### config.mk
export PLATFORM = sky130hd
export DESIGN_NAME = branch_verify
export DESIGN_NICKNAME = d
export VERILOG_FILES = /design/src/rtl/branch_verify_pkg.sv /design/src/rtl/branch_verify_sat_wrap_counter.sv /design/src/rtl/branch_verify.sv
export SDC_FILE = /design/constraint.sdc
export NUM_CORES = 1
export LEC_CHECK = 0
export CAP_MARGIN = 20
export CELL_PAD_IN_SITES_DETAIL_PLACEMENT = 0
export CELL_PAD_IN_SITES_GLOBAL_PLACEMENT = 1
export CORE_MARGIN = 2
export CORE_UTILIZATION = 38
export DETAILED_ROUTE_END_ITERATION = 16
export PLACE_DENSITY = 0.9
export SLEW_MARGIN = 20
export SYNTH_ARGS = -nofsm -noshare
export SYNTH_HDL_FRONTEND = slang
export SYNTH_SLANG_ARGS = --single-unit
### constraint.sdc
create_clock -name clk -period 2.3 [get_ports clk]
set_input_delay 0.46 -clock clk [delete_from_list [all_inputs] [get_ports clk]]
set_output_delay 0.46 -clock clk [all_outputs]
set_load 0.05 [all_outputs]
### src/rtl/branch_verify_pkg.sv
// Shared CPU types for the branch verification unit.
// Holds the BHT entry and verify_result structs, the control-transfer codes,
// the FSM state encoding, and the resolution helpers.
package branch_verify_pkg;

    localparam int XLEN = 32;

    // Control-transfer classes; 0 marks an instruction that is not a branch.
    localparam logic [2:0] B_IS_NONE = 3'd0;
    localparam logic [2:0] B_IS_CALL = 3'd1;
    localparam logic [2:0] B_IS_RET  = 3'd2;
    localparam logic [2:0] B_IS_BRA  = 3'd3;
    localparam logic [2:0] B_IS_J    = 3'd4;

    // Predictor state that was read at fetch and travels down with the branch.
    typedef struct packed {
        logic [1:0] sat_cnt;
        logic [5:0] history;
    } BHT_entry_t;

    // One update for the fetch-side predictor.
    typedef struct packed {
        logic            ready;
        logic [XLEN-1:0] pc;
        logic [2:0]      br_type;
        logic            is_taken;
        logic            predict_sucess;
        logic [XLEN-1:0] correct_target;
        BHT_entry_t      predict_entry;
    } verify_result_t;

    typedef enum logic [1:0] {
        BV_IDLE    = 2'd0,
        BV_WAIT_DS = 2'd1,
        BV_ISSUE   = 2'd2,
        BV_HOLD    = 2'd3
    } bv_state_t;

    // Address the fetch stage should have gone to; the fall-through skips the delay slot.
    function automatic logic [XLEN-1:0] resolve_target(
        input logic [XLEN-1:0] pc,
        input logic            is_taken,
        input logic [XLEN-1:0] target
    );
        return is_taken ? target : pc + 32'd8;
    endfunction

    // Direction must match; the target only matters when the branch was taken.
    function automatic logic prediction_ok(
        input logic            pred_taken,
        input logic            is_taken,
        input logic [XLEN-1:0] pred_target,
        input logic [XLEN-1:0] target
    );
        return (pred_taken == is_taken) && (!is_taken || (pred_target == target));
    endfunction

endpackage

### src/rtl/branch_verify_sat_wrap_counter.sv
// Free-running statistics counter that wraps at 2^W.
module sat_wrap_counter #(
    parameter int W = 32
) (
    input  logic         clk,
    input  logic         rst_n,
    input  logic         en_i,
    output logic [W-1:0] count_o
);

    logic [W-1:0] count_q;

    // Count one event per enabled cycle; overflow wraps back to zero.
    always_ff @(posedge clk or negedge rst_n) begin
        // NOTE: sequential state uses non-blocking assignments so every register samples pre-edge values.
        if (!rst_n) begin
            count_q <= '0;
        end else if (en_i) begin
            count_q <= count_q + W'(1);
        end
    end

    assign count_o = count_q;

endmodule

### src/rtl/branch_verify.sv
// Execute-stage branch verification unit.
// Accepts one resolved branch at a time, judges the fetch-time prediction,
// holds mispredict reports until the delay slot is in decode, and emits a
// single-cycle verify_result pulse followed by a quiet cycle after a mispredict.
module branch_verify
    import branch_verify_pkg::*;
#(
    parameter int CNT_W = 32
) (
    input  logic                clk,
    input  logic                rst,
    input  logic                pipeline_flush,
    input  logic                ex_valid,
    output logic                ex_ready,
    input  logic [XLEN-1:0]     ex_pc,
    input  logic [2:0]          ex_br_type,
    input  logic                ex_is_taken,
    input  logic [XLEN-1:0]     ex_target,
    input  logic                ex_pred_taken,
    input  logic [XLEN-1:0]     ex_pred_target,
    input  BHT_entry_t          ex_predict_entry,
    input  logic                ds_valid,
    output verify_result_t      verify_result,
    output logic [CNT_W-1:0]    br_cnt,
    output logic [CNT_W-1:0]    mispred_cnt
);

    bv_state_t      state_q;
    verify_result_t data_q;     // branch captured at acceptance, ready bit unused
    verify_result_t data_d;
    verify_result_t result_q;   // registered predictor update, non-zero only in ISSUE
    logic           accept;
    logic           issue_fire;

    assign ex_ready = (state_q == BV_IDLE) && !pipeline_flush;
    assign accept   = ex_valid && ex_ready && (ex_br_type != B_IS_NONE);

    // Resolve the incoming branch so only finished results get latched.
    always_comb begin
        // NOTE: give every always_comb output a default first so no path can infer a latch.
        data_d                = '0;
        data_d.pc             = ex_pc;
        data_d.br_type        = ex_br_type;
        data_d.is_taken       = ex_is_taken;
        data_d.predict_sucess = prediction_ok(ex_pred_taken, ex_is_taken, ex_pred_target, ex_target);
        data_d.correct_target = resolve_target(ex_pc, ex_is_taken, ex_target);
        data_d.predict_entry  = ex_predict_entry;
    end

    // Verification FSM; the result register is loaded on the edge that enters ISSUE.
    always_ff @(posedge clk or negedge rst) begin
        if (!rst) begin
            state_q  <= BV_IDLE;
            data_q   <= '0;
            result_q <= '0;
        end else if (pipeline_flush) begin
            state_q  <= BV_IDLE;
            data_q   <= '0;
            result_q <= '0;
        end else begin
            result_q <= '0;
            unique case (state_q)
                BV_IDLE: begin
                    if (accept) begin
                        data_q <= data_d;
                        if (data_d.predict_sucess || ds_valid) begin
                            state_q        <= BV_ISSUE;
                            result_q       <= data_d;
                            result_q.ready <= 1'b1;
                        end else begin
                            state_q <= BV_WAIT_DS;
                        end
                    end
                end
                BV_WAIT_DS: begin
                    if (ds_valid) begin
                        state_q        <= BV_ISSUE;
                        result_q       <= data_q;
                        result_q.ready <= 1'b1;
                    end
                end
                BV_ISSUE: begin
                    state_q <= data_q.predict_sucess ? BV_IDLE : BV_HOLD;
                    data_q  <= '0;
                end
                BV_HOLD: begin
                    state_q <= BV_IDLE;
                end
            endcase
        end
    end

    // A flush in the ISSUE cycle cancels the branch, so the predictor must not see it either.
    assign verify_result = pipeline_flush ? '0 : result_q;

    assign issue_fire = (state_q == BV_ISSUE) && !pipeline_flush;

    sat_wrap_counter #(.W(CNT_W)) u_br_cnt (
        .clk     (clk),
        .rst_n   (rst),
        .en_i    (issue_fire),
        .count_o (br_cnt)
    );

    sat_wrap_counter #(.W(CNT_W)) u_mispred_cnt (
        .clk     (clk),
        .rst_n   (rst),
        .en_i    (issue_fire && !data_q.predict_sucess),
        .count_o (mispred_cnt)
    );

endmodule

Word-level counts from Yosys, hierarchy flattened
Index checks and enable logic that the tools add are counted.
{ "word_totals": {"inputBits": 114, "output_inout_bits": 143, "reg_bits": 221} }
{ "op_classes": {"n_mux": 16, "add_sub_neg": 3, "eq_ne": 7, "n_reduce_logical": 16} }
{ "ops": {"columns": ["op", "n"], "rows": [
  ["$mux W78", 5],
  ["$pmux W78 S2", 1],
  ["$mux W77", 2],
  ["$pmux W77 S2", 1],
  ["$add A32 B1 Y32 const B", 2],
  ["$add A32 B4 Y32 const B", 1],
  ["$eq A32 B32 Y1", 1],
  ["$mux W32", 1],
  ["$mux W2", 5],
  ["$pmux W2 S4", 1],
  ["$logic_and A1 B1 Y1", 6],
  ["$ne A3 B3 Y1 const B", 2],
  ["$reduce_bool A3 Y1", 2],
  ["$eq A2 B2 Y1 const B", 2],
  ["$reduce_and A2 Y1", 2],
  ["$logic_not A1 Y1", 3],
  ["$eq A2 B1 Y1 const B", 1],
  ["$logic_not A2 Y1", 1],
  ["$logic_or A1 B1 Y1", 2],
  ["$eq A1 B1 Y1", 1]
]} }

Longest topological paths before layout
{ "depth": {"depth_word": 8, "ltp_mapped": 8, "depth_no_buf": 7} }

Modules after synthesis
A second synthesis with hierarchy kept.
{ "hier_totals": {"hier_cells": 1033, "hier_area_um2": 10571.4} }
{ "modules_own_cells": {"columns": ["mod", "instances", "area_each_um2", "cells_per_inst"], "rows": [
  ["branch_verify", 1, 7673.6, 787],
  ["sat_wrap_counter", 2, 1448.9, 123]
]} }

Least setup slack after synthesis
Ideal clock, no wire load.
{ "synth_path": {"path_type": "register -> register", "start": "register state_q[0]", "end": "register result_q[70] (netlist bit)", "arrival_time_ps": 2801, "slack_ps": -567, "synth_period_minus_slack_ps": 2867, "n_path_buf": 3, "required_time_ps": 2234, "stages_incl_launch_ff": 8, "cell_sequence": "dfrtp_1 -> buf_6 -> nor3_1 -> nand2_1 -> a21oi_1 -> buf_2 -> buf_2 -> a22o_1"} }
{ "synth_via": {"elab_chain_len": 7, "word_cells_on_any_way": 8} }
{ "synth_lines": {"columns": ["element", "line_no", "source"], "rows": [
  ["start, declared", "branch_verify.sv:28", "bv_state_t state_q;"],
  ["start signal, assigned", "branch_verify.sv:83", "state_q <= data_q.predict_sucess ? BV_IDLE : BV_HOLD;"],
  ["$logic_not A2 Y1", "branch_verify.sv:35", "assign ex_ready = (state_q == BV_IDLE) && !pipeline_flush;"],
  ["$logic_and A1 B1 Y1", "branch_verify.sv:35", null],
  ["named net ex_ready", "branch_verify.sv:14", "output logic ex_ready,"],
  ["$logic_and A1 B1 Y1 (2 in a row)", "branch_verify.sv:36", "assign accept = ex_valid && ex_ready && (ex_br_type != B_IS_NONE);"],
  ["$mux W78", "branch_verify.sv:64", "if (accept) begin"],
  ["$pmux W78 S2", "branch_verify.sv:62", "unique case (state_q)"],
  ["$mux W78", "branch_verify.sv:56", "end else if (pipeline_flush) begin"],
  ["end signal, assigned", "branch_verify.sv:68", "result_q <= data_d;"],
  ["end signal, assigned", "branch_verify.sv:78", "result_q <= data_q;"],
  ["end, declared", "branch_verify.sv:31", "verify_result_t result_q;"]
]} }
The timed path passes the listed nets, and every way through them passes these cells.
A chain may end at the register's enable or synchronous reset.

Final worst setup path
{ "layout_path": {"start": "register u_br_cnt.count_q[26], in the netlist u_br_cnt.count_o[26]", "end": "output port br_cnt[26]"} }
{ "layout_rtl": {"columns": ["element", "line_no", "source"], "rows": [
  ["start, declared", "branch_verify_sat_wrap_counter.sv:11", "logic [W-1:0] count_q;"],
  ["start signal, assigned", "branch_verify_sat_wrap_counter.sv:19", "count_q <= count_q + W'(1);"],
  ["end, declared", "branch_verify.sv:24", "output logic [CNT_W-1:0] br_cnt,"]
]} }
No word-level cell between the ends.

==> run_results.csv <==
group,metric,value,unit
timing,finalWorstSetupSlack,0.05107,ns
global_routing,grt.total_usage,21.56,%
place,dp_hpwl,22.44,mm
cells_and_area,layout-drive-gt1-share,20.19,%
floorplan,start_util,38.55,%
cells_and_area,fillers,2330,
place,placed_area,0.01395,sq mm
timing,max_freq,444.7,MHz
place,port_buffers,256,
timing,whs,0.4425,ns
clock_network,cts_made_buffers,25,
global_routing,grt_max_degree,81,
floorplan,dieWidth,169.1,microns
synth,synthArstFlopShare,100.0,%
route,vias_per_cell,5.137,
flow_run,maxCapViolCount,0,
worst_setup_path,end_kind,"primary output",
clock_network,root_buffer,"clkbuf_16",
power,power.density,704.5,mW/mm^2
clock_network,clk_latency,0.54,ns
route,final_antenna_net_count,0,
global_routing,gr-total-overflow,0,
timing,worstMarginPinSlew,0.6861,ns
worst_setup_path,timing.rr.start,"state_q[0]",
floorplan,core_area,0.02688,sq mm
synth,syn-cell-area,0.01036,sq mm
worst_setup_path,rrSetupSlack,0.24,ns
route,routedWlPerCell,18.33,microns
min_path,hold_path_class,"input port to register",
global_routing,grt_pass1_vias,8558,
cells_and_area,postLayoutCellArea,0.01486,sq mm
cells_and_area,seqCellArea,0.005530,sq mm
synth,synthCells,990,
clock_network,h-tree-depth,1,
clock_network,ctsLongestPathBuffers,3,
run_status,status,"complete, no violations",
route,vias,8671,
timing,finalCritPeriodShare,97.78,%
global_routing,grt_first_pass_wirelength,48.42,mm
global_routing,grt_antenna_before_repair,0,
worst_setup_path,worstPathArrival,1.79,ns
timing,setup_violations,0,
synth,yosys_warnings,0,
route,drt_iter0_markers,525,
min_path,hold_depth,4,
floorplan,row_count,60,
floorplan,die_y,169.1,microns
power,p_leak,7.061,nW
timing,fin_skew,0.02491,ns
floorplan,pin_count,257,
route,drt_wl_total,30.94,mm
worst_setup_path,critPathLaunch,"u_br_cnt.count_o[26]",
worst_setup_path,rr_endpoint,"u_mispred_cnt.count_o[24]",
synth,ys_types,50,
route,drc,0,
worst_setup_path,slowest_stage,"clkdlybuf4s50_1",
synth,synth_nets,1107,
power,peakVddDrop,0.6218,mV
worst_setup_path,crit_chain,"clkdlybuf4s50_1",
timing,rsz0062_at_grt,"no",
clock_network,clk_pin_slew_worst_paths,0.06,ns
place,gp_congestion,0.8453,
clock_network,post-cts-setup-buffer-count,0,
timing,min_period,2.249,ns
worst_setup_path,start_kind,"register",
synth,synth-seq-cells,221,
floorplan,dieArea,0.02860,sq mm
synth,synth_edf_count,0,
worst_setup_path,required,1.84,ns
worst_setup_path,critical_path_peak_fanout,6,
min_path,min-delay-start,"pipeline_flush",
cells_and_area,diodes,0,
min_path,min_to,"u_mispred_cnt.count_o[4]",
worst_setup_path,path_delay_family,"buffers and inverters",
clock_network,clock_sinks,221,
worst_setup_path,worst-setup-path-type,"register to primary output",
synth,synth_seq_area_share,53.38,%
cells_and_area,fin_util,55.31,%
worst_setup_path,path_buf_inv,1,
timing,slew_viol_final,0,
place,dp_slack,-0.4135,ns
route,dr.pass1.iters,5,
synth,synth_ff_type,"dfrtp_1",
cells_and_area,area_growth,43.48,%
synth,syn_area_per_cell,10.46,sq um
cells_and_area,multiInputGateArea,0.004589,sq mm
timing,slew_headroom,54.26,%
worst_setup_path,r2r_cells,6,
worst_setup_path,cpPeakStageDelay,0.84,ns
clock_network,cts_tree,"done",
timing,hold_viol,0,
cells_and_area,fin_nets,1446,
-- cells in the mapped netlist (all sizes together), types with 2 or more instances --
library cell	number	area share (%)
a21oi	10	0.48
a22o	72	6.1
and2	5	0.33
and3	16	1.1
and4	8	0.68
buf	12	0.72
clkbuf	45	1.6
dfrtp	221	53
ha	3	0.36
inv	11	0.40
mux2	3	0.33
mux2i	16	1.5
nand2	175	6.3
nand2b	2	0.12
nand3	29	1.5
nand4	26	1.8
nor2	35	1.3
nor2b	79	4.8
nor3	8	0.54
nor4	9	0.85
nor4b	2	0.37
o21ai	53	2.6
o31ai	18	1.5
or3	3	0.23
xnor2	83	7.0
xor2	38	3.2
-- cell type report --
type / count / area share, %
clock buffers: 37 / 4.916
clock inverters: 8 / 0.9848
inverters: 11 / 0.2778
multi-input cells: 701 / 30.88
flip-flops and latches: 221 / 37.21
well taps: 341 / 2.870
repair buffers: 369 / 22.87
-- how the worst max path moves through the flow --
stage / slack [ns] / endpoint / depth (start not counted)
2_1_floorplan: 0.07 / verify_result[67] / 4
3_3_place_gp: -0.42 / result_q[42] / 9
3_5_place_dp: -0.41 / result_q[20] / 8
4_1_cts: 0.004 / mispred_cnt[2] / 1
5_1_grt: 0.001 / br_cnt[27] / 1
6_report: 0.05 / br_cnt[26] / 1
-- timing repair --
| item | in CTS | in global routing |
|---|---|---|
| setup endpoints to repair | 3 | 13 |
| endpoints found under the hold margin | 72 | 0 |
| hold buffers | 1 | 0 |
| gates resized for setup | 3 | 12 |
-- per-layer routing --
metal / track usage, % / share of wire [%] / routed length, microns / vias to the layer above
li1: - / - / - / 4038
met1: 30.16 / 44 / 13660 / 4229
met2: 34.91 / 47 / 14500 / 356
met3: 3.484 / 6.6 / 2027 / 48
met4: 5.946 / 2.4 / 754 / 0
met5: 0 / 0 / 0 / -
-- flip-flops by register name, summed over array words and instances (netlist names) --
register	flops
u_br_cnt.count_o	32
state_q	2
result_q	78
data_q	77
u_mispred_cnt.count_o	32
-- layout by cell type, fill, tap and decap left out, drive strengths merged, types with 3 or more instances in the layout --
master / n
or3: 3
nand2: 175
xnor2: 83
clkbuf: 37
and2: 5
mux2i: 16
nor4: 9
and3: 16
clkdlybuf4s50: 160
nand4: 26
nor2b: 79
nor2: 35
dlymetal6s2s: 11
a21oi: 10
buf: 194
nand3: 29
inv: 12
dlygate4sd2: 3
xor2: 38
o21ai: 53
a22o: 72
and4: 8
ha: 3
o31ai: 18
nor3: 8
mux2: 3
dfrtp: 221
bufinv: 4
-- power by group --
part / internal [mW] / leakage [nW] / total (mW) / switching [mW]
Clock: 2.64 / 0.427 / 4.21 / 1.57
Combinational: 0.805 / 3.62 / 1.93 / 1.13
Sequential: 4.15 / 3.01 / 4.33 / 0.186
Total: 7.59 / 7.06 / 10.5 / 2.88
-- through the flow --
step / power (mW) / cells / setup TNS (ns)
detailed placement: 6.343 / 1642 / -30.86
floorplan: 5.343 / 990 / 0
CTS: 10.57 / 1688 / 0
finish: 10.47 / 1688 / 0
global route: 10.89 / 1688 / 0
global placement: 6.309 / 1642 / -32.29
-- kinds of logic (layout without fill, tap and decap cells) --
kind of cell / count (synthesis) / in the layout / share of synthesized area, %
mux: 19 / 19 / 1.872
flops: 221 / 221 / 53.38
buf+inv: 68 / 425 / 2.754
fa+ha+maj: 3 / 3 / 0.3624
simple gates: 401 / 401 / 20.42
compound gates: 157 / 157 / 10.98
xor+xnor: 121 / 121 / 10.23
Power figures use the tool's default switching activity.
